$ cat config.mk
export PLATFORM = sky130hd
export DESIGN_NAME = pc_fetch_unit
export DESIGN_NICKNAME = d
export VERILOG_FILES = /design/src/rtl/pc_fetch_unit.sv
export SDC_FILE = /design/constraint.sdc
export NUM_CORES = 1
export LEC_CHECK = 0
export BUFFER_PORTS_ARGS = -buffer_cell sky130_fd_sc_hd__buf_2
export CORE_MARGIN = 5
export CORE_UTILIZATION = 52
export CTS_CLUSTER_DIAMETER = 50
export DETAILED_ROUTE_END_ITERATION = 6
export PLACE_DENSITY_LB_ADDON = 0.08
export RECOVER_POWER = 50
export SLEW_MARGIN = 20
export SYNTH_ARGS = -nofsm -noshare
export SYNTH_HDL_FRONTEND = slang
export SYNTH_SLANG_ARGS = --single-unit
$ cat constraint.sdc
create_clock -name clk -period 4.3 [get_ports clk]
set_clock_uncertainty 0.1 [all_clocks]
set_input_delay 0.645 -clock clk [delete_from_list [all_inputs] [get_ports clk]]
set_output_delay 0.645 -clock clk [all_outputs]
set_load 0.03 [all_outputs]
$ cat src/rtl/pc_fetch_unit.sv
// Fetch-stage PC owner: single-outstanding imem handshake, valid/ready output slot, redirect flush.
// Optional MISALIGN_TRAP_EN: misaligned redirect targets raise misaligned_o and park the unit in TRAP.
module pc_fetch_unit #(
  parameter int               XLEN      = 32,
  parameter logic [XLEN-1:0]  RESET_PC  = '0,
  parameter logic [31:0]      NOP_INSTR = 32'h0000_0013
) (
  input  logic             clk,
  input  logic             rst_n,
  input  logic [1:0]       PCSrc,
  input  logic [XLEN-1:0]  PCTargetE,
  input  logic [XLEN-1:0]  ALUResultE,
  output logic             imem_req,
  output logic [XLEN-1:0]  imem_addr,
  input  logic             imem_gnt,
  input  logic             imem_rvalid,
  input  logic [31:0]      imem_rdata,
  output logic             instr_valid_o,
  input  logic             instr_ready_i,
  output logic [31:0]      instr_o,
  output logic [XLEN-1:0]  instr_pc_o,
  output logic             flush_o,
  output logic             misaligned_o
);

`ifdef MISALIGN_TRAP_EN
  typedef enum logic [2:0] {ST_BOOT, ST_FETCH, ST_WAIT, ST_DROP, ST_TRAP} state_t;
`else
  typedef enum logic [1:0] {ST_BOOT, ST_FETCH, ST_WAIT, ST_DROP} state_t;
`endif

  state_t           state_q, state_d;
  logic [XLEN-1:0]  pc_q, pc_d;
  logic             valid_q, valid_d;
  logic [31:0]      instr_q, instr_d;
  logic [XLEN-1:0]  ipc_q, ipc_d;

  logic             redirect_code;
  logic             redirect;
  logic             consume;
  logic             req;
  logic             issue;
  logic             outstanding;
  logic [XLEN-1:0]  target_raw;
  logic [XLEN-1:0]  target;

`ifdef MISALIGN_TRAP_EN
  logic             mis_q, mis_d;
  logic             target_mis;
`endif

  always_comb begin
    redirect_code = (PCSrc == 2'b01) || (PCSrc == 2'b10);
    consume       = valid_q && instr_ready_i;
    // Space rule: only ask for a new word when the output slot will be free to receive it.
    req           = (state_q == ST_FETCH) && (!valid_q || instr_ready_i);
    issue         = req && imem_gnt;
    target_raw    = (PCSrc == 2'b10) ? (ALUResultE & ~XLEN'(1)) : PCTargetE;
`ifdef MISALIGN_TRAP_EN
    target        = target_raw;
    target_mis    = (target_raw[1:0] != 2'b00);
    redirect      = redirect_code && (state_q != ST_BOOT) && (state_q != ST_TRAP);
`else
    target        = target_raw & ~XLEN'(3);
    redirect      = redirect_code && (state_q != ST_BOOT);
`endif
    outstanding   = (((state_q == ST_WAIT) || (state_q == ST_DROP)) && !imem_rvalid) ||
                    ((state_q == ST_FETCH) && issue);
  end

  always_comb begin
    state_d = state_q;
    pc_d    = pc_q;
    valid_d = valid_q;
    instr_d = instr_q;
    ipc_d   = ipc_q;
`ifdef MISALIGN_TRAP_EN
    mis_d   = mis_q;
`endif
    if (redirect) begin
      // Redirect beats consume/refill; a request still in flight must be drained in DROP.
      pc_d    = target;
      valid_d = 1'b0;
      state_d = outstanding ? ST_DROP : ST_FETCH;
`ifdef MISALIGN_TRAP_EN
      if (target_mis) begin
        mis_d   = 1'b1;
        state_d = ST_TRAP;
      end
`endif
    end else begin
      case (state_q)
        ST_BOOT: state_d = ST_FETCH;
        ST_FETCH: begin
          if (consume) valid_d = 1'b0;
          if (issue)   state_d = ST_WAIT;
        end
        ST_WAIT: begin
          if (imem_rvalid) begin
            instr_d = imem_rdata;
            ipc_d   = pc_q;
            valid_d = 1'b1;
            pc_d    = pc_q + XLEN'(4);
            state_d = ST_FETCH;
          end else if (consume) begin
            valid_d = 1'b0;
          end
        end
        ST_DROP: begin
          if (consume)     valid_d = 1'b0;
          if (imem_rvalid) state_d = ST_FETCH;
        end
        default: state_d = state_q;
      endcase
    end
  end

  always_ff @(posedge clk or negedge rst_n) begin
    if (!rst_n) begin
      state_q <= ST_BOOT;
      pc_q    <= RESET_PC;
      valid_q <= 1'b0;
      instr_q <= NOP_INSTR;
      ipc_q   <= '0;
`ifdef MISALIGN_TRAP_EN
      mis_q   <= 1'b0;
`endif
    end else begin
      state_q <= state_d;
      pc_q    <= pc_d;
      valid_q <= valid_d;
      instr_q <= instr_d;
      ipc_q   <= ipc_d;
`ifdef MISALIGN_TRAP_EN
      mis_q   <= mis_d;
`endif
    end
  end

  assign imem_req      = req;
  assign imem_addr     = pc_q;
  assign instr_valid_o = valid_q;
  assign instr_o       = valid_q ? instr_q : NOP_INSTR;
  assign instr_pc_o    = ipc_q;
  assign flush_o       = redirect_code;
`ifdef MISALIGN_TRAP_EN
  assign misaligned_o  = mis_q;
`else
  assign misaligned_o  = 1'b0;
`endif

endmodule

Word level (Yosys, flattened, before mapping):

Index checks and enable logic that the tools add are counted.

* register bits after elaboration: 99
* bits in latches: 0
* bits in writable memories: 0
* ROM bits: 0
* input bits: 103
* output and inout port bits: 100
* logic and storage cells: 50
* memories kept: 0

* add/subtract/negate cells: 1
* $mul: 0
* div/mod/pow operators: 0
* $lt $le $gt $ge: 0
* eq/ne operators: 7
* shift-type cells: 0
* multiplexer cells: 14
* bitwise gates (word level): 1
* reduce and logical (&&, ||, !) cells: 22

Operators with widths (count)
* 2-to-1 mux 32 bit: 5
* adder 32 x 3 -> 32 bit (second input constant): 1
* 2-to-1 mux 2 bit: 4
* equality test 2 bit (second input constant): 3
* logical AND 1 bit: 6
* one-hot mux 2 bit (3 select lines): 1
* nonzero test 2 bit: 3
* equality test 2 x 1 -> 1 bit (second input constant): 2
* logical OR 1 bit: 4
* AND reduction 2 bit: 2
* OR reduction 2 bit: 2
* 2-to-1 mux 1 bit: 3
* != test 3 x 1 -> 1 bit (second input constant): 1
* != test 3 bit (second input constant): 1
* AND reduction 3 bit: 1
* nonzero test 3 bit: 1
* logical NOT 1 bit: 2
* logical NOT 2 bit: 1
* one-hot mux 1 bit (2 select lines): 1
* NOT 1 bit: 1

Depth between registers and ports, before layout:

* word-level depth: 8
* depth in mapped cells: 9

Worst setup path before layout:

OpenSTA, ideal clock, no wires.

* path type: input to register
* from: in PCSrc[0]
* to: reg pc_q[10] (netlist: imem_addr[10])
* arrival time: 2127 ps
* data required time: 4063 ps
* path slack: 1936 ps
* cell stages on the path: 7
* buffers on the path: 3
* path through: inv_1 ha_1 clkbuf_1 clkbuf_1 clkbuf_1 mux2i_1 a21oi_1

* longest elaborated chain between the ends: 5
* elaborated cells between the ends (all ways): 9

Ends and longest elaborated chain
* start, declared: line 10 `input logic [1:0] PCSrc,`
* equality test 2 x 1 -> 1 bit / equality test 2 bit (equally long branches): line 53, 58
* logical OR 1 bit: line 53 `redirect_code = (PCSrc == 2'b01) || (PCSrc == 2'b10);`
* logical AND 1 bit: line 65 `redirect = redirect_code && (state_q != ST_BOOT);`
* nonzero test 2 bit (no line)
* AND reduction 2 bit (no line)
* end signal, assigned: line 130 `pc_q <= pc_d;`
* end, declared: line 33 `logic [XLEN-1:0] pc_q, pc_d;`

Parallel ways exist; a longest one is shown, timed or not.
A chain may end at the register's enable or synchronous reset.

Final worst setup path:

* from: reg valid_q (netlist: instr_valid_o)
* to: out imem_req

* longest elaborated chain between the ends: 3

Ends and longest elaborated chain
* start, declared: line 34 `logic valid_q, valid_d;`
* start signal, assigned: line 131 `valid_q <= valid_d;`
* logical NOT 1 bit: line 56 `req = (state_q == ST_FETCH) && (!valid_q || instr_ready_i);`
* logical OR 1 bit: line 56
* logical AND 1 bit: line 56
* end, declared: line 13 `output logic imem_req,`

No other way between the ends.

==> impl_metrics.yaml <==
layout:
  nNetsFinal: 850
  syn_to_final_growth_pct: 24.33
  drive_gt1_frac: 0.2533
  utilization: 0.6588
  diodes: 0
  fin_cells: 861
  fin_area_sq_mm: 0.006030
synth:
  yosysTopAreaCellShare: 0.4747
  synth.largest_area_cell: "dfrtp_1"
  netlist_top_cells_area: "dfrtp_1, nand2_1, and2_1, mux2i_1, a21oi_1"
  yosys_warnings: 0
  syn_area_sq_mm: 0.004850
  ys_seq_elements: 95
  yosysUniqueCellTypes: 45
  ys_seq_area_frac: 0.4910
  avgSynthCellArea_sq_um: 8.508
  syn_inst: 570
global_routing:
  grt_pass1_vias: 4530
  grt_pass1_wl_um: 21940
  grt_use_total: 0.2382
  antenna_found_initial: 0
  gr-total-overflow: 0
  grt_max_degree: 67
drt:
  drt-vias-per-instance: 5.394
  drt-wirelength-per-cell_um: 15.45
  remaining_drc_errors: 0
  drt-initial-drc-count: 262
  final_antenna_net_count: 0
  vias: 4644
  drtPass1Iterations: 5
  routed_wl_um: 13310
floorplanning:
  core_sq_mm: 0.009153
  rows: 35
  start_util: 0.5299
  die_y_um: 106.6
  io-pin-count: 203
  die_width_um: 106.6
  die_area_sq_mm: 0.01136
pwr:
  ir_drop_uv: 302.0
  power.density_mw_per_mm2: 546.0
  leakagePower_nw: 3.018
  power.total_mw: 3.292
timing:
  fin_crit_ps: 2565
  fin_ws_ps: 1735
  tns_ps: 0
  report.final.setup_viol: 0
  rsz0062_at_grt: "no"
  max_slew_margin: -0.1031
  fin_crit_sh: 0.5966
  worstMarginPinSlew_ps: 1655
  timing.fmax_mhz: 389.8
  maxSlewViolCount: 67
  holdWs_ps: 357.3
  final_hold_viol_count: 0
place:
  routabilityCongestion: 0.7913
  place_ws_ps: 1483
  dp.cells: 845
  dp_hpwl_um: 9543
  placed_area_sq_mm: 0.005877
  io_buffers: 193
job:
  cap_violations: 1
clock_network:
  clock_latency_ps: 360
  cts.sinks: 95
  cts_tree: "built"
  htreeDepth: 3
  cts.clk_slew.worst_paths_ps: 100
  hold_buffers: 0
  ctsLongestPathBuffers: 2
  cts_setup_buffers: 0
  numCtsBuffers: 9
  cts_root_buf: "clkbuf_8"
  post_cts_resized: 0
worst_setup_path:
  crit_arrival_ps: 1820
  cp.required_ps: 3560
  reg2reg_depth: 5
  worstSetupEndpointType: "output pin"
  worstPathMaxFanout: 35
  crit_type: "flip-flop to output pin"
  crit_path_start_kind: "flip-flop"
status:
  violations: "max-capacitance violations, max-slew violations"
  status: "finished, violations left"
worst_hold_path:
  worstHoldPathCells: 3
  min-delay-path-class: "input pin to flip-flop"
[logic make-up after synthesis]
| family | share of synthesized area |
|---|---|
| XOR/XNOR | 0.007225 |
| multiplexers | 0.05186 |
| buffers and inverters | 0.03818 |
| adder cells (fa/ha/maj) | 0.005159 |
| flip-flops | 0.4910 |
| AO/OA/AOI/OAI | 0.1060 |
| AND/OR/NAND/NOR | 0.2998 |
| other | 0.0007733 |
[cell usage in the layout, fill, tap and decap left out, types with 2 or more instances in the layout]
| master | n |
|---|---|
| nand2b_1 | 5 |
| o31ai_1 | 2 |
| mux2_2 | 9 |
| clkbuf_8 | 9 |
| a221oi_1 | 3 |
| or2_2 | 2 |
| o21ai_0 | 13 |
| nor4_1 | 4 |
| o22ai_1 | 9 |
| clkbuf_1 | 48 |
| a211oi_1 | 12 |
| and4_1 | 6 |
| nand3_1 | 7 |
| inv_1 | 2 |
| nand2_1 | 206 |
| o221ai_1 | 2 |
| dfstp_2 | 3 |
| buf_4 | 6 |
| xnor2_1 | 3 |
| mux2i_1 | 15 |
| a21oi_1 | 24 |
| nor2b_1 | 8 |
| o221a_2 | 2 |
| bufinv_16 | 2 |
| and2_1 | 30 |
| a311oi_1 | 7 |
| nor3_1 | 11 |
| or3_1 | 3 |
| nand4b_1 | 2 |
| conb_1 | 5 |
| nand4_1 | 9 |
| nor2_1 | 19 |
| buf_2 | 146 |
| and3_1 | 5 |
| dfrtp_1 | 92 |
| a31oi_1 | 2 |
[cells in the mapped netlist, drive strengths merged]
master  instances
o221ai          2
o31ai           2
ha              2
a21o            1
mux2i          15
a21oi          25
and4            6
inv             2
nor4            4
and3            5
nand2b          5
o22ai           9
a221oi          3
a211oi         12
conb            1
nand4           9
a311oi          7
nand4b          2
or3             3
mux2            9
nor2           20
nand2         207
o221a           2
a31oi           2
xor2            1
dfrtp          92
a22oi           1
o21bai          1
or4             2
nand3           7
or2             2
dfstp           3
o21ai          13
buf             8
nor3b           1
xnor2           3
and2           30
nor3           11
nor2b           8
clkbuf         32
[layout make-up]
cell class / count / area (sq um)
Clock buffer: 11 / 131.4
Clock inverter: 5 / 81.33
Fill cell: 808 / 3123
Inverter: 2 / 7.507
Multi-Input combinational cell: 437 / 2316
Sequential cell: 95 / 2381
Tap cell: 111 / 138.9
Timing Repair Buffer: 200 / 973.4
[worst max-delay path, stage by stage, from the launching register on]
cell	delay, ps
dfrtp_1	710
nor2b_1	280
nor3b_1	220
buf_2	260
[power by group]
part | switching (mW) | internal (mW)
Clock | 0.316 | 0.330
Sequential | 0.254 | 1.23
Combinational | 0.827 | 0.337
[per-layer routing]
| layer | vias up | routed length, um | global-route usage |
|---|---|---|---|
| met3 | 16 | 1079 | 0.04816 |
| met2 | 209 | 6458 | 0.3867 |
| met5 | - | 0 | 0 |
| li1 | 2270 | - | - |
| met1 | 2149 | 5569 | 0.3227 |
| met4 | 0 | 197 | 0.07489 |
[worst paths after layout]
| path | startpoint | endpoint | slack (ps) |
|---|---|---|---|
| setup / recovery | instr_valid_o | imem_req | 1730 |
| max in group asynchronous | rst_n | instr_q[0] | 2250 |
| setup reg to reg | imem_addr[6] | imem_addr[28] | 1790 |
| hold / removal | imem_rdata[0] | instr_q[0] | 360 |
| hold reg to reg | instr_q[0] | instr_q[0] | 360 |
| min in group asynchronous | rst_n | instr_q[30] | 600 |
[registers in the layout, summed over array words and instances, names as in the netlist]
name / cells
imem_addr: 30
instr_pc_o: 30
instr_q: 32
instr_valid_o: 1
state_q: 2
(Power assumes the default switching activity.)
